==> config.mk <==
export PLATFORM = sky130hd
export DESIGN_NAME = tree_node_arb
export DESIGN_NICKNAME = d
export VERILOG_FILES = /design/src/rtl/tree_node_arb.sv
export SDC_FILE = /design/constraint.sdc
export NUM_CORES = 1
export LEC_CHECK = 0
export CAP_MARGIN = 15
export CORE_AREA = 2 2 114 116
export DETAILED_ROUTE_END_ITERATION = 10
export DIE_AREA = 0 0 116 118
export PLACE_DENSITY_LB_ADDON = 0.3
export RECOVER_POWER = 50
export SYNTH_ARGS = -nofsm -noshare
export SYNTH_HDL_FRONTEND = slang
export SYNTH_SLANG_ARGS = --single-unit
==> constraint.sdc <==
create_clock -name clk -period 15.9 [get_ports clk]
set_input_delay 3.18 -clock clk [delete_from_list [all_inputs] [get_ports clk]]
set_output_delay 3.18 -clock clk [all_outputs]
set_load 0.01 [all_outputs]
==> src/rtl/tree_node_arb.sv <==
// Round-robin tree-node arbiter: merges NUM_CHILD valid/ready children into one buffered upstream port.
// Latency: 1 cycle minimum from child transfer to up_valid; no same-cycle bypass.
// Backpressure: child_ready drops to all-zero while the FIFO is full, even if a pop happens that cycle.
module tree_node_arb #(
    parameter int NUM_CHILD  = 5,
    parameter int DATA_W     = 16,
    parameter int FIFO_DEPTH = 4,
    localparam int ID_W      = (NUM_CHILD > 1) ? $clog2(NUM_CHILD) : 1,
    localparam int CNT_W     = $clog2(FIFO_DEPTH) + 1
) (
    input  logic                        clk,
    input  logic                        rst,
    input  logic [NUM_CHILD-1:0]        child_valid,
    input  logic [NUM_CHILD*DATA_W-1:0] child_data,
    output logic [NUM_CHILD-1:0]        child_ready,
    output logic                        up_valid,
    output logic [DATA_W-1:0]           up_data,
    output logic [ID_W-1:0]             up_id,
    input  logic                        up_ready,
    output logic [CNT_W-1:0]            fill_count
);
    localparam int PTR_W = $clog2(FIFO_DEPTH);

    typedef struct packed {
        logic [ID_W-1:0]   id;
        logic [DATA_W-1:0] dat;
    } entry_t;

    entry_t            mem [FIFO_DEPTH];
    logic [PTR_W-1:0]  wr_ptr;
    logic [PTR_W-1:0]  rd_ptr;
    logic [ID_W-1:0]   rr_ptr;
    logic [ID_W-1:0]   scan;
    logic [ID_W-1:0]   win_idx;
    logic [DATA_W-1:0] win_dat;
    logic              found;
    logic              full;
    logic              push;
    logic              pop;

    assign full = (fill_count == CNT_W'(FIFO_DEPTH));

    // Walk children starting at rr_ptr, wrapping at NUM_CHILD; first valid one wins.
    always_comb begin
        scan    = rr_ptr;
        found   = 1'b0;
        win_idx = '0;
        for (int k = 0; k < NUM_CHILD; k++) begin
            if (!found && child_valid[scan]) begin
                found   = 1'b1;
                win_idx = scan;
            end
            scan = (scan == ID_W'(NUM_CHILD - 1)) ? '0 : scan + ID_W'(1);
        end
        push = found && !full && !rst;
    end

    always_comb begin
        child_ready = '0;
        if (push) begin
            child_ready[win_idx] = 1'b1;
        end
    end

    always_comb begin
        win_dat = '0;
        for (int i = 0; i < NUM_CHILD; i++) begin
            if (win_idx == ID_W'(i)) begin
                win_dat = child_data[i*DATA_W +: DATA_W];
            end
        end
    end

    assign up_valid = (fill_count != '0);
    assign pop      = up_valid && up_ready;
    assign up_data  = mem[rd_ptr].dat;
    assign up_id    = mem[rd_ptr].id;

    always_ff @(posedge clk or posedge rst) begin
        if (rst) begin
            rr_ptr     <= '0;
            wr_ptr     <= '0;
            rd_ptr     <= '0;
            fill_count <= '0;
        end else begin
            if (push) begin
                wr_ptr <= wr_ptr + PTR_W'(1);
                rr_ptr <= (win_idx == ID_W'(NUM_CHILD - 1)) ? '0 : win_idx + ID_W'(1);
            end
            if (pop) begin
                rd_ptr <= rd_ptr + PTR_W'(1);
            end
            fill_count <= fill_count + CNT_W'(push) - CNT_W'(pop);
        end
    end

    // Payload storage is not reset; occupancy alone decides what is valid.
    always_ff @(posedge clk) begin
        if (push) begin
            mem[wr_ptr] <= '{id: win_idx, dat: win_dat};
        end
    end
endmodule

== After elaboration in Yosys (flattened, before gate mapping) ==
Memories as Yosys holds them, arrays and structs flattened.
Index checks and enable logic that the tools add are counted.

* Flip-flop bits (word level): 10
* RAM bits: 76
* Input port bits: 88
* Logic and storage cells: 81
* Memories: 1

* $add $sub $neg: 9
* $lt $le $gt $ge: 7
* Equality and inequality tests: 9
* Mux-type cells: 35
* Reduce and logical (&&, ||, !) cells: 16

{| class="wikitable"
|+ Memory list
! name !! depth !! width !! read ports !! clocked after memory_dff !! wr ports !! line !! text
|-
| mem || 4 || 19 || 1 || 0 || 1 || 29 || <nowiki>entry_t mem [FIFO_DEPTH];</nowiki>
|}

{| class="wikitable"
|+ Operators by type and width
! kind !! number
|-
| 16-bit two-way mux || 5
|-
| 3-bit two-way mux || 10
|-
| 3-bit by 4-bit < comparator with 1-bit output (second input constant) || 6
|-
| 3-bit == test (second input constant) || 6
|-
| 3-bit by 1-bit adder with 3-bit output (second input constant) || 5
|-
| 1-bit binary-select mux with 3-bit select || 5
|-
| 1-bit two-way mux || 13
|-
| 1-bit logical AND || 8
|-
| 3-bit by 2-bit == test with 1-bit output (second input constant) || 2
|-
| 1-bit zero test || 6
|-
| 5-bit two-way mux || 1
|-
| 2-bit by 1-bit adder with 2-bit output (second input constant) || 2
|-
| 3-bit by 1-bit adder with 3-bit output || 1
|-
| 1-bit demux with 3-bit select || 1
|-
| 3-bit by 1-bit == test with 1-bit output (second input constant) || 1
|-
| 3-bit by 1-bit >= comparator with 1-bit output (second input constant) || 1
|-
| 3-bit zero test || 1
|-
| 3-bit nonzero test || 1
|-
| 3-bit by 1-bit subtractor with 3-bit output || 1
|}

== Logic depth before layout (Yosys ltp) ==
Gate-level depths: netlist of run 1.

* Depth in word-level cells: 21
* Gate-level depth with buffers: 25
* Mapped depth without buffers: 23

== Worst setup path before layout of run 1 ==
OpenSTA, ideal clock, no wires.

* Path kind: input port to output port
* From: input child_valid[3]
* To: output child_ready[0]
* Arrival: 5,268 ps
* Data required time: 12,720 ps
* Path slack: 7,452 ps
* Stages: 9
* Cells stage by stage: mux4_2 > nor2b_1 > a31oi_1 > o2111a_1 > nand3_2 > mux2i_2 > or2_1 > clkbuf_1 > and4_1

* Longest elaborated chain between the ends: 20

{| class="wikitable"
|+ Ends and longest elaborated chain
! item !! line !! text
|-
| from (decl) || 13 || <nowiki>input logic [NUM_CHILD-1:0] child_valid,</nowiki>
|-
| 1-bit binary-select mux with 3-bit select || 49 || <nowiki>if (!found && child_valid[scan]) begin</nowiki>
|-
| 1-bit two-way mux (implied by the code) || 49 ||
|-
| 1-bit two-way mux || 49 ||
|-
| 1-bit zero test || 49 ||
|-
| 1-bit logical AND || 49 ||
|-
| 1-bit two-way mux || 49 ||
|-
| 1-bit zero test || 49 ||
|-
| 1-bit logical AND || 49 ||
|-
| [4 not listed] || n/a ||
|-
| 1-bit zero test || 49 ||
|-
| 1-bit logical AND || 49 ||
|-
| 3-bit two-way mux || 49 ||
|-
| 3-bit by 4-bit < comparator with 1-bit output (implied by the code) / 3-bit by 1-bit >= comparator with 1-bit output (equally long branches) || 61 || <nowiki>child_ready[win_idx] = 1'b1;</nowiki>
|-
| 1-bit logical AND (implied by the code) || 61 ||
|-
| 1-bit two-way mux (implied by the code) || 61 ||
|-
| 1-bit demux with 3-bit select || 61 ||
|-
| 5-bit two-way mux (*) || 60 || <nowiki>if (push) begin</nowiki>
|-
| to (decl) || 15 || <nowiki>output logic [NUM_CHILD-1:0] child_ready,</nowiki>
|}

Every way passes the cells marked *; elsewhere a longest branch is shown, timed or not. The select of a mux whose other input is x is not followed.

== Worst setup path in the final report of run 1 ==
* From: input child_valid[3]
* To: output child_ready[3]

* Longest elaborated chain between the ends: 20

{| class="wikitable"
|+ Ends and longest elaborated chain
! item !! line !! text
|-
| 1-bit binary-select mux with 3-bit select || 49 ||
|-
| 1-bit two-way mux (implied by the code) || 49 ||
|-
| 1-bit two-way mux || 49 ||
|-
| 1-bit zero test || 49 ||
|-
| 1-bit logical AND || 49 ||
|-
| 1-bit two-way mux || 49 ||
|-
| 1-bit zero test || 49 ||
|-
| 1-bit logical AND || 49 ||
|-
| [5 not listed] || n/a ||
|-
| 1-bit logical AND || 49 ||
|-
| 3-bit two-way mux (*) || 49 ||
|-
| named net win_idx[0] || 34 || <nowiki>logic [ID_W-1:0] win_idx;</nowiki>
|-
| 3-bit by 4-bit < comparator with 1-bit output (implied by the code) / 3-bit by 1-bit >= comparator with 1-bit output (equally long branches) || 61 ||
|-
| 1-bit logical AND (implied by the code) || 61 ||
|-
| 1-bit two-way mux (implied by the code) || 61 ||
|-
| 1-bit demux with 3-bit select (*) || 61 ||
|-
| 5-bit two-way mux (*) || 60 ||
|}

Mark *: on every way through the listed nets, which the timed path passes. The rest lies on a longest branch. The select of a mux whose other input is x is not followed.

==> results of run 1 <==
layout make-up:
cell class | instances | area (um2)
tap | 172 | 215.2
clock buffer | 9 | 225.2
multi-input combinational | 233 | 2141
clock inverter | 6 | 72.57
fill | 1079 | 5976
timing repair buffer | 118 | 1177
sequential | 86 | 2532
inverter | 20 | 75.07
worst max-delay path, stage by stage:
cell and delay [ps]:
dlygate4sd3_1 610, mux4_2 490, nor2b_1 210, a31oi_1 340
o2111a_1 330, nor2_1 70, a211oi_1 900, inv_2 130
nor3_1 250, clkdlybuf4s50_1 570
state kept, by name, indices dropped and copies added, names as in the netlist:
register and flops:
fill_count 3, mem 76, rd_ptr 2, rr_ptr 3, wr_ptr 2
Yosys cell counts, types with 8 or more instances:
library cell / instances
inv_1: 18
nor2_1: 8
mux4_2: 20
mux2i_1: 8
edfxtp_1: 76
ha_1: 18
dfrtp_1: 10
nand2_1: 12
o22ai_1: 16
a22o_1: 16
a22oi_1: 17
clkbuf_1: 12
a21oi_1: 22
worst paths after layout:
| path | endpoint | slack [ps] | cells past startpoint |
|---|---|---|---|
| worst max-delay path | child_ready[3] | 5640 | 10 |
| worst min-delay path | fill_count[0] | 550 | 1 |
| worst max register to register | mem[0][13] | 8430 | 22 |
| worst min register to register | fill_count[0] | 550 | 1 |
| max in group asynchronous | wr_ptr[0] | 12340 | 2 |
| min in group asynchronous | fill_count[0] | 3290 | 2 |
routing by layer:
metal / routed length [um] / vias up / GRT usage (%)
li1: - / 1660 / -
met1: 5189 / 1815 / 24.56
met2: 6519 / 135 / 30.59
met3: 637 / 15 / 3.811
met4: 151 / 0 / 5.432
met5: 0 / - / 0
through the flow:
step                      instance area [um2]  hold slack, ps  std cells  utilization [%]
after floorplan                          4863           572.7        359                -
after global placement                   6136           538.7        627            49.43
after detailed placement                 6136           547.0        627            49.43
after CTS                                6434           554.9        642            51.82
after global routing                     6439           583.1        644            51.86
final                                    6439           545.0        644            51.86
cell families (layout without fill, tap and decap cells):
| logic type | Yosys count | after routing | synth area share [%] |
|---|---|---|---|
| buf+inv | 40 | 153 | 3.627 |
| flops | 86 | 86 | 52.07 |
| fa+ha+maj | 19 | 19 | 5.043 |
| xor+xnor | 5 | 5 | 0.9004 |
| simple gates | 59 | 59 | 7.564 |
| mux | 36 | 36 | 12.89 |
| compound gates | 114 | 114 | 17.91 |
==> summary.txt, run 1 <==
Final Routed Wirelength -> 12,500 um
Failing checks -> max-capacitance violations, max-slew violations
CTS sink count -> 86
WP data required -> 12,720 ps
Post-synth EDFFs -> 76
Critical path class -> in2out
Final WS setup -> 5639 ps
Layout area overhead -> 32.39%
Avg WL per Cell -> 19.41 um
Sequential fraction of the synthesis area -> 52.07%
Most common cell after layout, fill and taps aside -> clkdlybuf4s50_1
Final Hold Fails -> 0
Synth Warn # -> 0
CTS Root Cell -> clkbuf_16
Die Wd -> 116 um
Layout Nets -> 575
Max Cap Viol -> 1
Antenna Cells -> 0
Final ANT Viol Nets -> 0
DRT Pass-1 Iters -> 6
Initial antenna violation count -> 0
First-pass GRT wire length -> 19,260 um
Initial Utilization -> 39.18%
Worst-Margin Slew -> 1531 ps
Worst-path fanout max -> 10
Die Span Y -> 118 um
Syn Nets -> 466
Share of layout cells above drive strength 1 -> 13.56%
Setup violators final -> 0
CP arrival -> 7080 ps
# IOs -> 116
Initial drt markers -> 253
FF-to-FF Start -> rr_ptr[0]
Post-CTS setup buffer count -> 0
Vias/cell -> 5.629
Worst-Skew Late Latency -> 340 ps
RSZ-0062 raised after global routing -> false
Row count -> 41
CTS Hold Bufs -> 0
Worst setup path start -> child_valid[3]
Final Max Slew Viols -> 20
Rel. slew slack -> -2.106%
Yosys reg bits -> 86
Post-route setup TNS -> 0 ps
Post-CTS resize count -> 0
Core area -> 0.01241 mm2
Clk_skew -> 6.939 ps
CTS Buf Count -> 9
Place WS -> 6140 ps
Critical Path Sink Type -> output pin
Quantity of I/O buffers inserted on ports -> 115
Fraction of registers with async set/reset -> 11.63%
Commonest cells after routing, fill and taps aside -> clkdlybuf4s50_1 (89), edfxtp_1 (76), dlygate4sd3_1 (26), a21oi_1 (22), mux4_2 (20)
GRT Total Usage -> 18.53%
Hold Startpoint -> fill_count[0]
CTS tree -> done
Hpwl dp -> 9100 um
Minimum clock period -> 10,260 ps
Dominant cells by area after synthesis -> edfxtp_1 (47%), mux4_2 (9.3%), dfrtp_1 (5.1%)
Avg Inst Size Synth -> 13.55 um2
Post-Syn Area -> 0.004863 mm2
CTS max path bufs -> 2
Status -> complete, but fails checks
Area of the die -> 0.01369 mm2
FMAX -> 97.45 MHz
Synthesized instance count -> 359
Largest net degree at the start of global routing -> 21
Cell variety after synth -> 68
Clock H-tree levels -> 3
Yosys top cell area share -> 46.93%
DR DRC count -> 0
Synth area leader -> edfxtp_1
Crit start category -> input port
Clk slew on worst S/H paths -> 60 ps
Vias in the first global route -> 3,637
Crit share post-route -> 64.54%
Gpl congestion -> 0.9306
Hold/Removal Path Class -> reg2reg
Gr ovfl total -> 0
Vias post-DR -> 3,625
Top FF cell, synth -> edfxtp_1
Power of run 1 is left out: the tool's default activity adds up to more than one toggle a clock period on the data nets, which glitch-free logic cannot reach.
==> inputs of run 2 (changes only) <==
==> constraint.sdc (replaced) <==
create_clock -name clk -period 8.3 [get_ports clk]
set_input_delay 1.66 -clock clk [delete_from_list [all_inputs] [get_ports clk]]
set_output_delay 1.66 -clock clk [all_outputs]
set_load 0.01 [all_outputs]
==> summary.txt, run 2 (synthesis results as in run 1) <==
Area of the die -> 0.01369 mm2
Worst-Margin Slew -> 2318 ps
Gr ovfl total -> 0
CTS Hold Bufs -> 0
WP data required -> 6640 ps
Avg WL per Cell -> 19.47 um
Layout area overhead -> 31.88%
Quantity of I/O buffers inserted on ports -> 115
Row count -> 41
DRT Pass-1 Iters -> 4
Clk slew on worst S/H paths -> 60 ps
Final Routed Wirelength -> 12,560 um
Initial antenna violation count -> 0
Max Cap Viol -> 1
Max reg flops -> 76
Post-route cell area -> 0.006414 mm2
# fillers -> 1,082
Critical path class -> reg2out
Failing checks -> max-capacitance violations, max-slew violations
Initial Utilization -> 39.18%
CTS tree -> done
Vias in the first global route -> 3,444
Multi-input gate area -> 0.002121 mm2
Crit path cell chain -> inv_1 -> ha_1 -> inv_1 -> ha_1 -> o21ai_0 -> a22o_1 -> inv_1 -> ha_1 -> nor4b_1 -> a211o_1 -> a22oi_1 -> mux2_1 -> nor3_1 -> o31a_1 -> inv_1 -> nor3_1 -> clkdlybuf4s50_1
Hpwl dp -> 9108 um
Gpl congestion -> 0.9210
Critical path's largest stage delay -> 590 ps
Crit start category -> flip-flop
Worst-path fanout max -> 12
First-pass GRT wire length -> 19,000 um
Die Wd -> 116 um
Final ANT Viol Nets -> 0
CTS Buf Count -> 9
Post-route setup TNS -> 0 ps
Die Span Y -> 118 um
Crit share post-route -> 90.41%
CP arrival -> 5840 ps
Placement Cell Area -> 0.006136 mm2
Worst-Skew Late Latency -> 330 ps
Final Core Density -> 51.66%
# IOs -> 116
Final Hold Fails -> 0
Vias post-DR -> 3,558
Post-CTS setup buffer count -> 0
Layout Nets -> 575
Vias/cell -> 5.516
GRT Total Usage -> 18.38%
Biggest regs -> mem: 76 flops, fill_count: 3 flops, rr_ptr: 3 flops
CTS sink count -> 86
Commonest cells after routing, fill and taps aside -> clkdlybuf4s50_1 (90), edfxtp_1 (76), dlygate4sd3_1 (25), a21oi_1 (22), mux4_2 (20)
DR DRC count -> 0
Status -> complete, but fails checks
Antenna Cells -> 0
Critical Path Sink Type -> output pin
Initial drt markers -> 228
Share of layout cells above drive strength 1 -> 12.68%
Cell repeated most along the worst path -> inv_1
Minimum clock period -> 7504 ps
Largest Register -> mem
Clk_skew -> 3.728 ps
Largest net degree at the start of global routing -> 22
CP max-delay cell -> dfrtp_1
Hold/Removal Path Class -> reg2reg
Final Max Slew Viols -> 19
CTS max path bufs -> 2
Clock H-tree levels -> 3
Core area -> 0.01241 mm2
FMAX -> 133.3 MHz
RSZ-0062 raised after global routing -> false
Rel. slew slack -> -55.72%
CTS Root Cell -> clkbuf_16
Register area -> 0.002532 mm2
Setup violators final -> 0
Post-CTS resize count -> 0
Most common cell after layout, fill and taps aside -> clkdlybuf4s50_1
[run 2: changes by cell type in the layout (fill, tap and decap cells not counted), sizes merged]
cell           previous run  this run
bufinv                    1         0
clkbuf                    9        14
clkdlybuf4s50            89        90
clkinv                    1         2
clkinvlp                  3         0
dlygate4sd3              26        25
inv                      21        20
[run 2: area by class of cell]
type                            instances  share of cell area (%)
Clock inverter                          2                  0.2146
Sequential cell                        86                   39.49
Timing Repair Buffer                  118                   18.42
Multi-Input combinational cell        233                   33.07
Inverter                               20                   1.171
Clock buffer                           14                   4.292
Tap cell                              172                   3.355
[run 2: path summary, 6_finish.rpt]
path / from / endpoint / slack [ps] / cells after the start
setup / recovery: rr_ptr[0] / child_ready[3] / 800 / 17
hold / removal: fill_count[0] / fill_count[0] / 560 / 1
setup reg to reg: rr_ptr[0] / mem[0][13] / 1240 / 20
min in group asynchronous: rst / fill_count[1] / 1790 / 2
max in group asynchronous: rst / rr_ptr[0] / 6230 / 2
hold reg to reg: fill_count[0] / fill_count[0] / 560 / 1
[run 2: critical path, delay by kind of cell (launching register included)]
kind                       cells  cell delay, ps
AOI/OAI and AO/OA              5            1640
and+or+nand+nor                3             650
adders and majority gates      3             920
DFF                            1             590
muxes                          1             450
buffers and inverters          5            1260
[run 2: per-layer routing]
| metal | routed length, um | global-route usage [%] | vias to the layer above |
|---|---|---|---|
| met5 | 0 | 0 | - |
| met4 | 163 | 5.506 | 0 |
| met3 | 450 | 2.523 | 11 |
| met2 | 6339 | 31.14 | 88 |
| met1 | 5603 | 24.41 | 1786 |
| li1 | - | - | 1673 |
[run 2: through the flow]
stage | hold slack [ps] | std cells | setup WS (ps)
finish | 557.3 | 645 | 795.6
global route | 587.0 | 645 | 276.7
CTS | 574.0 | 643 | 973.7
detailed placement | 560.5 | 627 | 1348
global placement | 543.8 | 627 | 1466
floorplan | 572.7 | 359 | 2312
Power of run 2 is left out for the same reason.
==> inputs of run 3 (changes only) <==
--- a/config.mk
+++ b/config.mk
@@ -7,10 +7,12 @@
 export LEC_CHECK = 0
 export CAP_MARGIN = 15
 export CORE_AREA = 2 2 114 116
+export CTS_CLUSTER_SIZE = 24
 export DETAILED_ROUTE_END_ITERATION = 10
 export DIE_AREA = 0 0 116 118
 export PLACE_DENSITY_LB_ADDON = 0.3
 export RECOVER_POWER = 50
+export REMOVE_ABC_BUFFERS = 1
 export SYNTH_ARGS = -nofsm -noshare
 export SYNTH_HDL_FRONTEND = slang
 export SYNTH_SLANG_ARGS = --single-unit
==> summary.txt, run 3 (synthesis results as in run 1) <==
Initial drt markers -> 227
Most common cell after layout, fill and taps aside -> clkdlybuf4s50_1
Crit share post-route -> 92.61%
Area of the die -> 0.01369 mm2
Clock H-tree levels -> 3
FMAX -> 130.1 MHz
Post-CTS resize count -> 0
Clk slew on worst S/H paths -> 60 ps
# IOs -> 116
CTS Root Cell -> clkbuf_16
Initial Utilization -> 39.18%
Max Cap Viol -> 0
Final Routed Wirelength -> 12,340 um
Placed insts -> 629
Post-CTS setup buffer count -> 0
Layout Nets -> 575
DRT Pass-1 Iters -> 5
CP arrival -> 6030 ps
Worst-path fanout max -> 12
WP data required -> 6640 ps
Post-route setup TNS -> 0 ps
CP delay by family, top -> compound AO/OA/AOI/OAI gates
Hold/Removal Path Class -> reg2reg
Final Max Slew Viols -> 0
RSZ-0062 raised after global routing -> false
Max reg flops -> 76
Die Span Y -> 118 um
Die Wd -> 116 um
Rel. slew slack -> 1.012%
Largest Register -> mem
Largest net degree at the start of global routing -> 22
CP max-delay cell -> a211oi_2
Commonest cells after routing, fill and taps aside -> clkdlybuf4s50_1 (90), edfxtp_1 (76), dlygate4sd3_1 (25), a21oi_1 (22), mux4_2 (20)
Critical path's largest stage delay -> 630 ps
Minimum clock period -> 7687 ps
Layout area overhead -> 32.54%
First-pass GRT wire length -> 18,510 um
Clk_skew -> 5.549 ps
Final Hold Fails -> 0
Crit start category -> flip-flop
Initial antenna violation count -> 0
Biggest regs -> mem: 76 flops, fill_count: 3 flops, rr_ptr: 3 flops
Row count -> 41
Vias/cell -> 5.524
Vias in the first global route -> 3,447
Gpl congestion -> 0.8556
Placement Cell Area -> 0.006155 mm2
CTS Hold Bufs -> 0
Avg WL per Cell -> 19.13 um
Final ANT Viol Nets -> 0
CTS Buf Count -> 9
Antenna Cells -> 0
Share of layout cells above drive strength 1 -> 13.32%
Final std cells w/o fill -> 645
# fillers -> 1,088
Crit path cell chain -> inv_1 -> ha_1 -> inv_1 -> ha_1 -> o21ai_0 -> a22o_1 -> inv_1 -> ha_1 -> nor4b_1 -> a211o_1 -> a22oi_1 -> mux2_1 -> mux2i_1 -> a21o_1 -> a211oi_2 -> inv_2 -> nor3_1 -> clkdlybuf4s50_1
CTS sink count -> 86
Quantity of I/O buffers inserted on ports -> 115
Worst-Skew Late Latency -> 330 ps
Vias post-DR -> 3,563
GRT Total Usage -> 17.89%
DR DRC count -> 0
Setup violators final -> 0
Gr ovfl total -> 0
Core area -> 0.01241 mm2
WP buf/inv -> 5
Status -> completed
CTS tree -> done
Post-route cell area -> 0.006446 mm2
Hpwl dp -> 8856 um
Critical path class -> reg2out
Critical Path Sink Type -> output pin
Worst-Margin Slew -> 1484 ps
CTS max path bufs -> 2
-- run 3: changes by cell type in the layout (fill, tap and decap cells not counted), sizes merged --
| cell | delta |
|---|---|
| clkinvlp | +1 |
| bufinv | +2 |
| clkbuf | -4 |
| inv | +1 |
-- run 3: worst paths after layout --
kind | start | end | slack (ps) | cells after the start
setup / recovery | rr_ptr[0] | child_ready[3] | 610 | 18
hold / removal | fill_count[0] | fill_count[0] | 560 | 1
setup reg to reg | rr_ptr[0] | mem[2][11] | 1270 | 22
hold reg to reg | fill_count[0] | fill_count[0] | 560 | 1
max in group asynchronous | rst | wr_ptr[0] | 6240 | 2
min in group asynchronous | rst | fill_count[2] | 1780 | 2
-- run 3: area by class of cell --
class | instances | area (um2) | area share [%]
multi-input cells | 233 | 2132 | 33.07
inverters | 20 | 75.07 | 1.165
repair buffers | 118 | 1177 | 18.26
well taps | 172 | 215.2 | 3.339
clock inverters | 6 | 85.08 | 1.320
clock buffers | 10 | 229.0 | 3.552
flip-flops and latches | 86 | 2532 | 39.29
-- run 3: metrics by stage --
step                utilization (%)  hold WS, ps  setup slack [ps]
global route                  51.93        581.1             249.5
detailed placement            49.58        561.3              1163
CTS                           52.11        573.1             755.7
floorplan                         -        572.8              2303
finish                        51.93        564.0             613.5
global placement              49.49        542.1              1381
-- run 3: metal layers --
| metal | GRT usage [%] | share of wire (%) | vias up |
|---|---|---|---|
| met5 | 0 | 0 | - |
| met4 | 4.911 | 0.97 | 0 |
| met3 | 3.553 | 4.6 | 9 |
| met2 | 31.43 | 52 | 100 |
| met1 | 22.19 | 43 | 1786 |
| li1 | - | - | 1668 |
Power of run 3 is left out for the same reason.
